==> src/rtl/mips_run_ctrl.sv <==
// Execution controller between the debug unit and the MIPS core: gates the core
// clock enable for run/step and reports a saturating cycle count and stop cause.
module mips_run_ctrl #(
    parameter int BITS_SIZE = 32,
    parameter int NUM_BP    = 4,
    parameter int STEP_SIZE = 16
) (
    input  logic                                           i_clk,
    input  logic                                           i_reset,
    input  logic                                           i_cmd_valid,
    input  logic [2:0]                                     i_cmd,
    input  logic [STEP_SIZE-1:0]                           i_step_count,
    input  logic [((NUM_BP > 1) ? $clog2(NUM_BP) : 1)-1:0] i_bp_index,
    input  logic [BITS_SIZE-1:0]                           i_bp_addr,
    input  logic                                           i_bp_enable,
    input  logic                                           i_halt,
    input  logic [BITS_SIZE-1:0]                           i_mips_pc,
    output logic                                           o_cmd_ready,
    output logic                                           o_ctl_clk_wiz,
    output logic [BITS_SIZE-1:0]                           o_cycle_count,
    output logic [1:0]                                     o_state,
    output logic [1:0]                                     o_stop_cause,
    output logic                                           o_done
);

    localparam int BP_W = (NUM_BP > 1) ? $clog2(NUM_BP) : 1;

    typedef enum logic [1:0] {
        IDLE = 2'd0,
        RUN  = 2'd1,
        STEP = 2'd2,
        DONE = 2'd3
    } state_t;

    typedef enum logic [2:0] {
        CMD_NOP    = 3'd0,
        CMD_RUN    = 3'd1,
        CMD_STEP   = 3'd2,
        CMD_STOP   = 3'd3,
        CMD_CLR    = 3'd4,
        CMD_SET_BP = 3'd5
    } cmd_t;

    typedef enum logic [1:0] {
        CAUSE_NONE = 2'd0,
        CAUSE_HALT = 2'd1,
        CAUSE_BP   = 2'd2,
        CAUSE_HOST = 2'd3
    } cause_t;

    state_t                 state;
    cause_t                 cause;
    cause_t                 exit_cause;
    logic [BITS_SIZE-1:0]   count;
    logic [STEP_SIZE-1:0]   remaining;
    logic                   resume;
    logic                   done;
    logic [BITS_SIZE-1:0]   bp_addr [NUM_BP];
    logic [NUM_BP-1:0]      bp_en;
    logic                   bp_match;
    logic                   bp_hit;
    logic                   clk_en;
    logic                   stop_req;

    always_comb begin
        bp_match = 1'b0;
        for (int unsigned i = 0; i < NUM_BP; i++) begin
            if (bp_en[i] && (bp_addr[i] == i_mips_pc)) begin
                bp_match = 1'b1;
            end
        end
    end

    // resume masks a breakpoint sitting on the PC we just stopped at
    assign bp_hit   = bp_match & ~resume;
    assign stop_req = i_cmd_valid && (i_cmd == CMD_STOP);

    always_comb begin
        clk_en = 1'b0;
        case (state)
            RUN:     clk_en = ~i_halt & ~bp_hit;
            STEP:    clk_en = ~i_halt & ~bp_hit & (remaining != '0);
            default: clk_en = 1'b0;
        endcase
    end

    always_comb begin
        exit_cause = CAUSE_NONE;
        if ((state == RUN) || (state == STEP)) begin
            if (i_halt) begin
                exit_cause = CAUSE_HALT;
            end else if (bp_hit) begin
                exit_cause = CAUSE_BP;
            end else if (stop_req) begin
                exit_cause = CAUSE_HOST;
            end else if ((state == STEP) && clk_en && (remaining == STEP_SIZE'(1))) begin
                exit_cause = CAUSE_HOST;
            end
        end
    end

    always_ff @(posedge i_clk or negedge i_reset) begin
        if (!i_reset) begin
            state     <= IDLE;
            cause     <= CAUSE_NONE;
            count     <= '0;
            remaining <= '0;
            resume    <= 1'b0;
            done      <= 1'b0;
            bp_en     <= '0;
            for (int unsigned i = 0; i < NUM_BP; i++) begin
                bp_addr[i] <= '0;
            end
        end else begin
            done <= 1'b0;
            if (clk_en) begin
                resume <= 1'b0;
                if (count != '1) begin
                    count <= count + 1'b1;
                end
            end
            case (state)
                IDLE: begin
                    if (i_cmd_valid) begin
                        case (i_cmd)
                            CMD_RUN: begin
                                state  <= RUN;
                                resume <= 1'b1;
                                cause  <= CAUSE_NONE;
                            end
                            CMD_STEP: begin
                                state     <= STEP;
                                resume    <= 1'b1;
                                cause     <= CAUSE_NONE;
                                remaining <= (i_step_count == '0) ? STEP_SIZE'(1) : i_step_count;
                            end
                            CMD_CLR: begin
                                count <= '0;
                            end
                            CMD_SET_BP: begin
                                for (int unsigned i = 0; i < NUM_BP; i++) begin
                                    if (i_bp_index == BP_W'(i)) begin
                                        bp_addr[i] <= i_bp_addr;
                                        bp_en[i]   <= i_bp_enable;
                                    end
                                end
                            end
                            default: ;
                        endcase
                    end
                end
                RUN, STEP: begin
                    if ((state == STEP) && clk_en) begin
                        remaining <= remaining - 1'b1;
                    end
                    if (exit_cause != CAUSE_NONE) begin
                        state <= DONE;
                        cause <= exit_cause;
                        done  <= 1'b1;
                    end
                end
                default: begin
                    state <= IDLE;
                end
            endcase
        end
    end

    assign o_cmd_ready   = (state == IDLE);
    assign o_ctl_clk_wiz = clk_en;
    assign o_cycle_count = count;
    assign o_state       = state;
    assign o_stop_cause  = cause;
    assign o_done        = done;

endmodule

==> config.mk <==
export PLATFORM = sky130hd
export DESIGN_NAME = mips_run_ctrl
export DESIGN_NICKNAME = d
export VERILOG_FILES = /design/src/rtl/mips_run_ctrl.sv
export SDC_FILE = /design/constraint.sdc
export NUM_CORES = 1
export LEC_CHECK = 0
export CORE_ASPECT_RATIO = 1.25
export CORE_MARGIN = 8
export CORE_UTILIZATION = 60
export CTS_CLUSTER_SIZE = 30
export DETAILED_ROUTE_END_ITERATION = 16
export PLACE_DENSITY_LB_ADDON = 0.05
export SETUP_SLACK_MARGIN = 0.02
export SYNTH_ARGS = -nofsm -noshare
export SYNTH_HDL_FRONTEND = slang
export SYNTH_SLANG_ARGS = --single-unit
export TNS_END_PERCENT = 1
==> constraint.sdc <==
create_clock -name i_clk -period 5.7 [get_ports i_clk]
set_input_delay 1.71 -clock i_clk [delete_from_list [all_inputs] [get_ports i_clk]]
set_output_delay 1.71 -clock i_clk [all_outputs]
set_load 0.05 [all_outputs]
# == Yosys cells after proc, flatten, opt, wreduce, memory -nomap -nowiden ==
# Index checks and enable logic that the tools add are counted.
# totals
wordCells,101
input_bits,90
register_bits,186
output_inout_bits,39
# classes
n_eq_ne,22
bitwise,6
muxes,34
addsub,2
n_reduce_logical,23
# ops
op,count
$mux W32,5
$eq A32 B32 Y1,4
$mux W16,4
$add A32 B1 Y32 const B,1
$ne A32 B32 Y1 const B,1
$pmux W16 S2,1
$reduce_and A4 Y1,6
$mux W2,10
$eq A16 B1 Y1 const B,1
$logic_not A16 Y1,1
$reduce_bool A16 Y1,1
$sub A16 B1 Y16 const B,1
$pmux W2 S2,3
$mux W1,10
$ne A2 B2 Y1 const B,4
$logic_and A1 B1 Y1,7
$eq A2 B2 Y1 const B,3
$eq A3 B2 Y1 const B,2
$eq A3 B3 Y1 const B,2
$eq A2 B1 Y1 const B,2
$logic_not A2 Y1,2
$reduce_bool A2 Y1,2
$reduce_or A2 Y1,2
$and A1 B1 Y1,3
7 further kinds,9

# == Longest topological paths before layout ==
# Gate-level depths: netlist (run 1).
# logic_depth
ltp_word,21
depth_mapped,10

# == Worst setup path after synthesis (run 1) ==
# OpenSTA, ideal clock, no wires.
# synth_path
path_kind,input to output
startpoint,in i_mips_pc[7]
endpoint,out o_ctl_clk_wiz
path_stages,7
slack_ns,0.603
arrival_time_ns,3.387
path_cell_list,xor2_1 nor4_1 nand4_1 or3_1 a41oi_4 buf_4 nor2_1
# synth_via
elab_chain_cells,11
word_cells_on_any_way,17
cone_classes,4 x eq/ne; 5 x mux; 4 x bitwise; 4 x reduce/logical
# synth_lines
element,line,source
"start, declared",17,"input logic [BITS_SIZE-1:0] i_mips_pc,"
$eq A32 B32 Y1,68,if (bp_en[i] && (bp_addr[i] == i_mips_pc)) begin
$logic_and A1 B1 Y1,68,
$mux W1 (3 in series),68,
$mux W1 *,68,
$and A1 B1 Y1 *,75,assign bp_hit = bp_match & ~resume;
$not A1 Y1 *,"81, 82",
$and A1 B1 Y1 *,"81, 82",
$and A1 B1 Y1,82,STEP: clk_en = ~i_halt & ~bp_hit & (remaining != '0);
$pmux W1 S2 *,80,case (state)
"end, declared",19,"output logic o_ctl_clk_wiz,"
# Every way passes the cells marked *; elsewhere a longest branch is shown, timed or not.

# == Worst setup path in the final report (run 1) ==
# layout_path
startpoint,in i_mips_pc[17]
endpoint,out o_ctl_clk_wiz
# Same word-level chain as after synthesis.

==> flow_summary.toml, run 1 <==
[synthesis]
synth_nets = 944
yosys.area_share.simple_pct = 14.1
synth_adder_area_share_pct = 0.899
synth_seq_area_share_pct = 47.8
netlist_area_sq_mm = 0.00974
syn_inst = 847
synthFlopType = "dfrtp_1"
ys_async_sr_fraction_pct = 100
synth_seq_cells = 186
yosys_warnings = 0
synth-edff-count = 0
ys_types = 70
synth_mux_area_share_pct = 16.3
synth_xor_area_share_pct = 12.4
synth_compound_area_share_pct = 6.34
avgSynthCellArea_sq_um = 11.5
synth_top_family_by_area = "multiplexers"

[cts]
root_buffer = "clkbuf_16"
clk_path_buf_depth = 2
clock_latency_ns = 0.43
cts_made_buffers = 17
cts.sinks = 186
clkTransAtPathRegs_ns = 0.07
hold_buffers = 0
htree_levels = 4
cts_tree = "built"
cts_setup_buffers = 0

[floorplan]
rows = 52
dieHeight_um = 158
coreArea_sq_mm = 0.0161
start_util_pct = 60.6
dieArea_sq_mm = 0.0206
ios = 129
die_width_um = 130

[placement]
io_buffers = 128
placed_cell_area_sq_mm = 0.0113
hpwl_um = 19200
place.gp.congestion = 0.955

[final_layout]
area_growth_pct = 24.8
nFillCells = 1108
nNetsFinal = 1083
final_area_sq_mm = 0.0122
layout-drive-gt1-share_pct = 23.7
n_antenna_cell = 0

[worst_setup_path]
rrSetupSlack_ns = 2.17
worstRegToRegCells = 9
crit_required_ns = 3.99
crit_fanout = 4
cp-startpoint = "i_mips_pc[17]"
r2r_start = "o_state[0]"
worstSetupEndpoint = "o_ctl_clk_wiz"
r2r_end = "remaining[13]"
max_stage_delay_ns = 0.52
crit_chain = "clkdlybuf4s50_1 > xor2_1 > nor4_2 > nand3_1 > or3_4 > a41oi_4 > nor2_2 > buf_6"
worstSetupStartpointType = "primary input"
end_kind = "output port"
cp.arrival_ns = 3.92
timing_worst_setup_path_type = "primary input to output port"
slowest_stage = "clkdlybuf4s50_1"

[pwr]
peakVddDrop_uv = 429
power.leakage_nw = 5.60
power_density_mw_per_mm2 = 425

[drt]
drc_errors = 0
drt_iter0_drc = 455
wl_per_cell_um = 21.7
route.met2.wl_um = 13900
ant_nets = 0
routed_via_density = 6.05
wirelength_um = 26400
top_layer = "met4"
first_pass_iters = 5
met3_length_um = 1440
wl_met1_um = 10100
vias = 7350

[hold_path]
min_path_type = "register to register"
hold_start = "bp_en[1]"

[timing]
timing.hold.ws_ns = 0.519
fin_worst_skew_ns = 0.00809
setup_viol = 0
fmax_ghz = 0.178
worst_pin_slew_ns = 1.04
layout_min_cycle_time_ns = 5.63
max_slew_margin_pct = 31.0
slew_viol_final = 0
finalHoldViolCount = 0
period_share_pct = 98.8
rsz0062_at_grt = "no"

[global_route]
grt_max_degree = 111
grt_pass1_vias = 7776
grt_pass1_wl_um = 41800
grt_usage_pct = 26.7
antenna_found_initial = 0
overflow = 0

[outcome]
status = "finished clean"

[flow_run]
drv_cap = 0
registers in the layout, summed over array words and instances (netlist names):
signal,count
bp_addr,128
remaining,16
o_done,1
o_state,2
o_stop_cause,2
resume,1
o_cycle_count,32
bp_en,4
worst max-delay path: cells and delay by family:
family                    cells  cell delay, ns
AOI/OAI and AO/OA             1            0.26
xor gates and xnor gates      1            0.25
buffers and inverters         2            0.70
and+or+nand+nor               4            0.99
how the worst min path moves through the flow:
| stage | endpoint | depth (start not counted) |
|---|---|---|
| 2_1_floorplan | bp_en[0] | 1 |
| 3_3_place_gp | bp_en[0] | 1 |
| 3_5_place_dp | bp_en[1] | 1 |
| 4_1_cts | bp_en[1] | 1 |
| 5_1_grt | bp_addr[64] | 1 |
| 6_report | bp_en[1] | 1 |
area by class of cell:
class,instances,area [sq um],share of cell area (%)
multi-input combinational,614,4980,41.0
inverter,16,60.1,0.494
sequential,186,4650,38.3
tap,216,270,2.22
clock buffer,19,443,3.64
clock inverter,13,259,2.13
timing repair buffer,151,1490,12.3
routing by layer:
layer / vias to the layer above / track usage (%)
li1: 3367 / -
met1: 3696 / 30.2
met2: 237 / 48.0
met3: 50 / 6.10
met4: 0 / 10.0
met5: - / 0
power breakdown:
group | leakage [nW] | internal, mW | switching [mW]
Sequential | 2.48 | 1.68 | 0.321
Clock | 0.343 | 0.884 | 0.514
Combinational | 2.78 | 0.767 | 0.999
Total | 5.60 | 3.33 | 1.83
cell usage after synthesis, drive strengths merged (5+ instances only):
library cell / n / share of area (%)
clkbuf: 17 / 0.65
inv: 16 / 0.62
dfrtp: 186 / 48
and2: 5 / 0.33
xnor2: 39 / 3.5
nor3: 22 / 1.2
nand2: 44 / 1.7
xor2: 99 / 8.9
buf: 14 / 0.89
nand3: 22 / 1.1
mux2: 134 / 15
nand2b: 9 / 0.58
ha: 7 / 0.90
mux2i: 8 / 0.82
nor2: 29 / 1.1
nor4: 36 / 2.7
or4: 5 / 0.42
nand4: 33 / 2.1
and3: 19 / 1.3
a21oi: 22 / 1.1
o21ai: 8 / 0.45
nand3b: 6 / 0.46
a31o: 11 / 0.99
through the flow:
step	cells	util, %	power, mW	TNS (ns)	worst slack (ns)
finish	1215	75.7	5.16	0	0.0706
CTS	1215	75.0	5.16	0	0.0206
global placement	1183	70.6	3.67	-0.0918	-0.0918
global route	1215	75.7	5.43	0	0.0409
detailed placement	1183	70.6	3.74	-0.0861	-0.0861
floorplan	847	-	3.13	0	0.603
cell usage in the layout (no fill, tap or decap), types with 3 or more instances in the layout:
master,count
and3_1,17
a21oi_1,22
inv_1,16
nand3_1,22
mux2_2,134
clkbuf_16,17
o22ai_1,4
or3_4,3
nor4_1,19
inv_6,3
mux2i_1,8
xnor2_1,39
nand3b_1,6
nor3_1,20
and2_1,4
ha_1,7
clkdlybuf4s50_1,111
o31ai_1,4
dlymetal6s2s_1,11
o21ai_1,4
nand2b_1,9
dlygate4sd2_1,4
o211ai_1,4
nor2_1,28
nand4_1,33
nand2_1,42
dfrtp_1,186
nor4_2,15
buf_4,22
a31o_2,10
or4_1,4
xor2_1,99
bufinv_16,7
o21ai_0,3
a32oi_1,3
cells by family after synthesis:
family | after synthesis
multiplexers | 142
AO/OA/AOI/OAI | 84
buffers and inverters | 47
AND/OR/NAND/NOR | 243
adder cells (fa/ha/maj) | 7
flip-flops | 186
XOR/XNOR | 138
timing repair:
action                     CTS  global route
pin swaps                    2             7
gates resized for setup      8            24
setup endpoints to repair    1             1
Power figures use the tool's default switching activity.
==> run 2: changes to the inputs <==
--- a/config.mk
+++ b/config.mk
@@ -7,7 +7,7 @@
 export LEC_CHECK = 0
 export CORE_ASPECT_RATIO = 1.25
 export CORE_MARGIN = 8
-export CORE_UTILIZATION = 60
+export CORE_UTILIZATION = 50
 export CTS_CLUSTER_SIZE = 30
 export DETAILED_ROUTE_END_ITERATION = 16
 export PLACE_DENSITY_LB_ADDON = 0.05
==> constraint.sdc (replaced) <==
create_clock -name i_clk -period 4.72 [get_ports i_clk]
set_input_delay 1.416 -clock i_clk [delete_from_list [all_inputs] [get_ports i_clk]]
set_output_delay 1.416 -clock i_clk [all_outputs]
set_load 0.05 [all_outputs]
==> flow_summary.toml, run 2 (same netlist as run 1, synthesis figures left out) <==
[outcome]
status = "finished clean"

[worst_setup_path]
end_kind = "output port"
crit_required_ns = 3.30
worstSetupStartpointType = "primary input"
r2r_start = "o_state[0]"
r2r_end = "remaining[13]"
timing_worst_setup_path_type = "primary input to output port"
worstRegToRegCells = 10
cp.arrival_ns = 3.24
crit_fanout = 3
rrSetupSlack_ns = 1.59

[final_layout]
multi_input_area_sq_mm = 0.00521
nNetsFinal = 1109
layout_common_cells = "186 x dfrtp_1, 134 x mux2_2, 94 x clkdlybuf4s50_1, 79 x xor2_1, 43 x buf_4"
layout-drive-gt1-share_pct = 31.3
n_antenna_cell = 0
top_register = "bp_addr"
final_common_cell = "dfrtp_1"
area_growth_pct = 26.9
fin_util_pct = 64.2
largest_reg_flops = 128
nFillCells = 1566
final_area_sq_mm = 0.0124
ff_latch_area_sq_mm = 0.00465

[timing]
setup_tns_ns = 0
slew_viol_final = 0
fin_worst_skew_ns = 0.0120
worst_pin_slew_ns = 0.929
worst_slack_ns = 0.0615
max_slew_margin_pct = 37.5
period_share_pct = 98.7
setup_viol = 0
finalHoldViolCount = 0
layout_min_cycle_time_ns = 4.66
fmax_ghz = 0.215

[cts]
cts_tree = "built"
htree_levels = 4
hold_buffers = 0
root_buffer = "clkbuf_16"
clkTransAtPathRegs_ns = 0.06
clk_path_buf_depth = 2
cts_made_buffers = 17
cts.sinks = 186
clock_latency_ns = 0.43

[flow_run]
drv_cap = 0

[placement]
hpwl_um = 20200
pre_cts_slack_ns = -0.428
io_buffers = 128
placed_cell_area_sq_mm = 0.0116
place.gp.congestion = 0.867

[drt]
vias = 7375
drt_iter0_drc = 349
ant_nets = 0
drc_errors = 0
routed_via_density = 5.85
first_pass_iters = 4
wl_per_cell_um = 21.7
wirelength_um = 27300

[floorplan]
die_width_um = 141
rows = 57
dieArea_sq_mm = 0.0242
dieHeight_um = 172
coreArea_sq_mm = 0.0193
start_util_pct = 50.6
ios = 129

[global_route]
overflow = 0
grt_pass1_vias = 8117
grt_pass1_wl_um = 43900
grt_max_degree = 90
grt_usage_pct = 23.4
antenna_found_initial = 3

[hold_path]
min_path_type = "register to register"
hold_end = "bp_en[0]"
worstHoldPathCells = 1
hold_start = "bp_en[0]"

[pwr]
peakVddDrop_uv = 462
power_density_mw_per_mm2 = 493
power.leakage_nw = 5.61
## run 2: cell count changes in the layout (fill, tap and decap cells not counted), sizes merged, moves of 3 or more
cell,before,now
bufinv,7,3
clkinvlp,0,5
clkbuf,19,37
buf,25,59
clkdlybuf4s15,0,3
clkdlybuf4s50,111,94
dlymetal6s2s,11,0
## run 2: cell type report
| type | count | area share, % |
|---|---|---|
| Clock inverter | 13 | 1.36 |
| Timing Repair Buffer | 177 | 12.6 |
| Inverter | 16 | 0.486 |
| Tap cell | 236 | 2.39 |
| Sequential cell | 186 | 37.6 |
| Multi-Input combinational cell | 614 | 42.1 |
| Clock buffer | 18 | 3.47 |
## run 2: repair_timing
action	4_1_cts	5_1_grt
endpoints found under the setup margin	1	1
pin swaps	29	29
gates resized for setup	101	56
setup buffers	1	1
## run 2: metal layers
metal	track usage [%]	vias up	part of all wire, %
met3	5.33	61	5.1
met5	0	-	0.11
met4	11.8	6	3.8
li1	-	3412	-
met1	25.9	3689	38
met2	41.8	207	52
## run 2: how the worst max path moves through the flow
| stage | end | depth (start not counted) | slack (ns) | start |
|---|---|---|---|---|
| 2_1_floorplan | o_ctl_clk_wiz | 7 | 0.21 | i_mips_pc[7] |
| 3_3_place_gp | o_ctl_clk_wiz | 9 | -0.44 | i_mips_pc[12] |
| 3_5_place_dp | o_ctl_clk_wiz | 9 | -0.43 | i_mips_pc[12] |
| 4_1_cts | o_ctl_clk_wiz | 8 | 0.02 | i_mips_pc[30] |
| 5_1_grt | o_ctl_clk_wiz | 9 | -0.07 | i_mips_pc[25] |
| 6_report | o_ctl_clk_wiz | 10 | 0.06 | i_mips_pc[0] |
## run 2: worst max-delay path, stage by stage
cell           delay, ns
dlygate4sd2_1       0.26
buf_6               0.14
xor2_2              0.19
nor4_2              0.31
buf_4               0.17
and3_1              0.16
nand3_2             0.11
a41oi_4             0.26
nor2_2              0.07
buf_6               0.16
## run 2: per-stage QoR
step	std cells	power, mW	hold slack, ns
finish	1260	6.10	0.512
global route	1260	6.43	0.533
CTS	1260	6.11	0.510
detailed placement	1229	4.57	0.495
global placement	1229	4.48	0.484
floorplan	847	3.78	0.472
## run 2: power breakdown
| group | internal [mW] | switching [mW] | total, mW | leakage (nW) |
|---|---|---|---|---|
| sequential | 2.03 | 0.399 | 2.42 | 2.48 |
| combinational | 0.969 | 1.23 | 2.20 | 2.86 |
| clock | 0.836 | 0.637 | 1.47 | 0.275 |
==> run 3: changes to the inputs <==
--- a/config.mk
+++ b/config.mk
@@ -10,7 +10,7 @@
 export CORE_UTILIZATION = 50
 export CTS_CLUSTER_SIZE = 30
 export DETAILED_ROUTE_END_ITERATION = 16
-export PLACE_DENSITY_LB_ADDON = 0.05
+export PLACE_DENSITY = 0.83
 export SETUP_SLACK_MARGIN = 0.02
 export SYNTH_ARGS = -nofsm -noshare
 export SYNTH_HDL_FRONTEND = slang
==> flow_summary.toml, run 3 (same netlist as run 1, synthesis figures left out) <==
[cts]
htree_levels = 4
root_buffer = "clkbuf_16"
cts.sinks = 186
cts_made_buffers = 17
cts_tree = "built"
hold_buffers = 0
clk_path_buf_depth = 2
clock_latency_ns = 0.43
clkTransAtPathRegs_ns = 0.07

[final_layout]
final_area_sq_mm = 0.0124
layout.cells.non_filler = 1264
nNetsFinal = 1113
top_register = "bp_addr"
layout_common_cells = "186 x dfrtp_1, 134 x mux2_2, 94 x clkdlybuf4s50_1, 87 x xor2_1, 44 x buf_4"
area_growth_pct = 27.5
n_antenna_cell = 0
final_common_cell = "dfrtp_1"
largest_reg_flops = 128
layout-drive-gt1-share_pct = 30.3

[floorplan]
die_width_um = 141
rows = 57
dieHeight_um = 172
dieArea_sq_mm = 0.0242
start_util_pct = 50.6
ios = 129
coreArea_sq_mm = 0.0193

[worst_setup_path]
crit_required_ns = 3.30
slowest_stage = "or3_4"
timing_worst_setup_path_type = "primary input to output port"
worstRegToRegCells = 8
cp_num_buf_inv = 2
max_stage_delay_ns = 0.42
crit_chain = "clkdlybuf4s15_1 > xor2_1 > nor4_2 > nand4_1 > or3_4 > a41oi_4 > nor2_2 > buf_6"
crit_fanout = 3
worstSetupEndpoint = "o_ctl_clk_wiz"
worstSetupStartpointType = "primary input"
cp.arrival_ns = 3.33
r2r_start = "remaining[2]"
end_kind = "output port"
r2r_end = "o_state[1]"
crit_family = "simple AND/OR/NAND/NOR gates"
cp.depth = 8
rrSetupSlack_ns = 1.80
cp-startpoint = "i_mips_pc[1]"

[timing]
slew_viol_final = 0
setup_viol = 1
fmax_ghz = 0.211
max_slew_margin_pct = 41.9
worst_slack_ns = -0.0295
fin_worst_skew_ns = 0.0150
worst_pin_slew_ns = 0.871
layout_min_cycle_time_ns = 4.75
period_share_pct = 101
timing.hold.ws_ns = 0.526
finalHoldViolCount = 0

[global_route]
antenna_found_initial = 1
grt_usage_pct = 22.6
grt_pass1_wl_um = 42500
grt_max_degree = 109
grt_pass1_vias = 8012
overflow = 0

[drt]
ant_nets = 0
vias = 7514
drt_iter0_drc = 342
drc_errors = 0
wl_per_cell_um = 21.4
wirelength_um = 27000
first_pass_iters = 5
routed_via_density = 5.94

[pwr]
peakVddDrop_uv = 590
power_density_mw_per_mm2 = 500
power.leakage_nw = 5.66
p_total_mw = 6.22

[placement]
hpwl_um = 19000
place.gp.congestion = 0.905
dp_cells = 1234
io_buffers = 128
placed_cell_area_sq_mm = 0.0116

[outcome]
status = "complete, but fails checks"
failed_checks = "setup timing"

[flow_run]
drv_cap = 0

[hold_path]
min_path_type = "register to register"
## run 3: cell count changes in the layout (fill, tap and decap cells not counted), moves of 2 or more
cell and change:
buf_2 +3, xor2_2 -7, clkbuf_2 -10, clkdlybuf4s15_2 +4, xor2_1 +8, clkinvlp_4 -4, bufinv_16 +2, nor4_1 +2
nor3_1 -2, dlygate4sd2_1 +2, clkbuf_8 +3, nor3_2 +2, clkdlybuf4s15_1 +2
## run 3: worst min path at each step
stage,cells past startpoint,start,slack (ns),endpoint
after floorplan,1,bp_en[0],0.47,bp_en[0]
after global placement,1,bp_en[0],0.48,bp_en[0]
after detailed placement,1,bp_en[0],0.50,bp_en[0]
after CTS,1,bp_en[0],0.52,bp_en[0]
after global routing,1,bp_addr[9],0.54,bp_addr[9]
final,1,bp_addr[5],0.53,bp_addr[5]
## run 3: layout make-up
type                    instances  area (sq um)
repair buffers                181          1630
clock inverters                11           204
clock buffers                  20           457
fillers                      1458          6830
well taps                     236           295
multi-input cells             614          5120
flip-flops and latches        186          4650
inverters                      16          60.1
## run 3: where the power goes
part / switching (mW) / internal, mW / total, mW / leakage [nW]
clock: 0.628 / 0.977 / 1.60 / 0.320
combinational: 1.22 / 0.968 / 2.19 / 2.86
sequential: 0.394 / 2.03 / 2.42 / 2.48
## run 3: repair_timing
action	CTS	global route
setup buffers	2	1
setup endpoints to repair	1	1
gates resized for setup	110	32
pin swaps	30	25
## run 3: per-layer routing
layer  vias up  GRT usage, %  share of wire [%]
li1       3400             -                  -
met1      3761          24.5                 37
met4         2          11.4                4.3
met5         -             0              0.048
met2       283          40.7                 52
met3        68          5.58                6.9
## run 3: through the flow
step,setup TNS [ns],setup slack [ns],util [%]
3_5_place_dp,-0.358,-0.358,60.2
3_3_place_gp,-0.335,-0.335,60.2
2_1_floorplan,0,0.211,-
5_1_grt,-0.0121,-0.0121,64.5
4_1_cts,0,0.0202,64.5
6_report,-0.0295,-0.0295,64.5
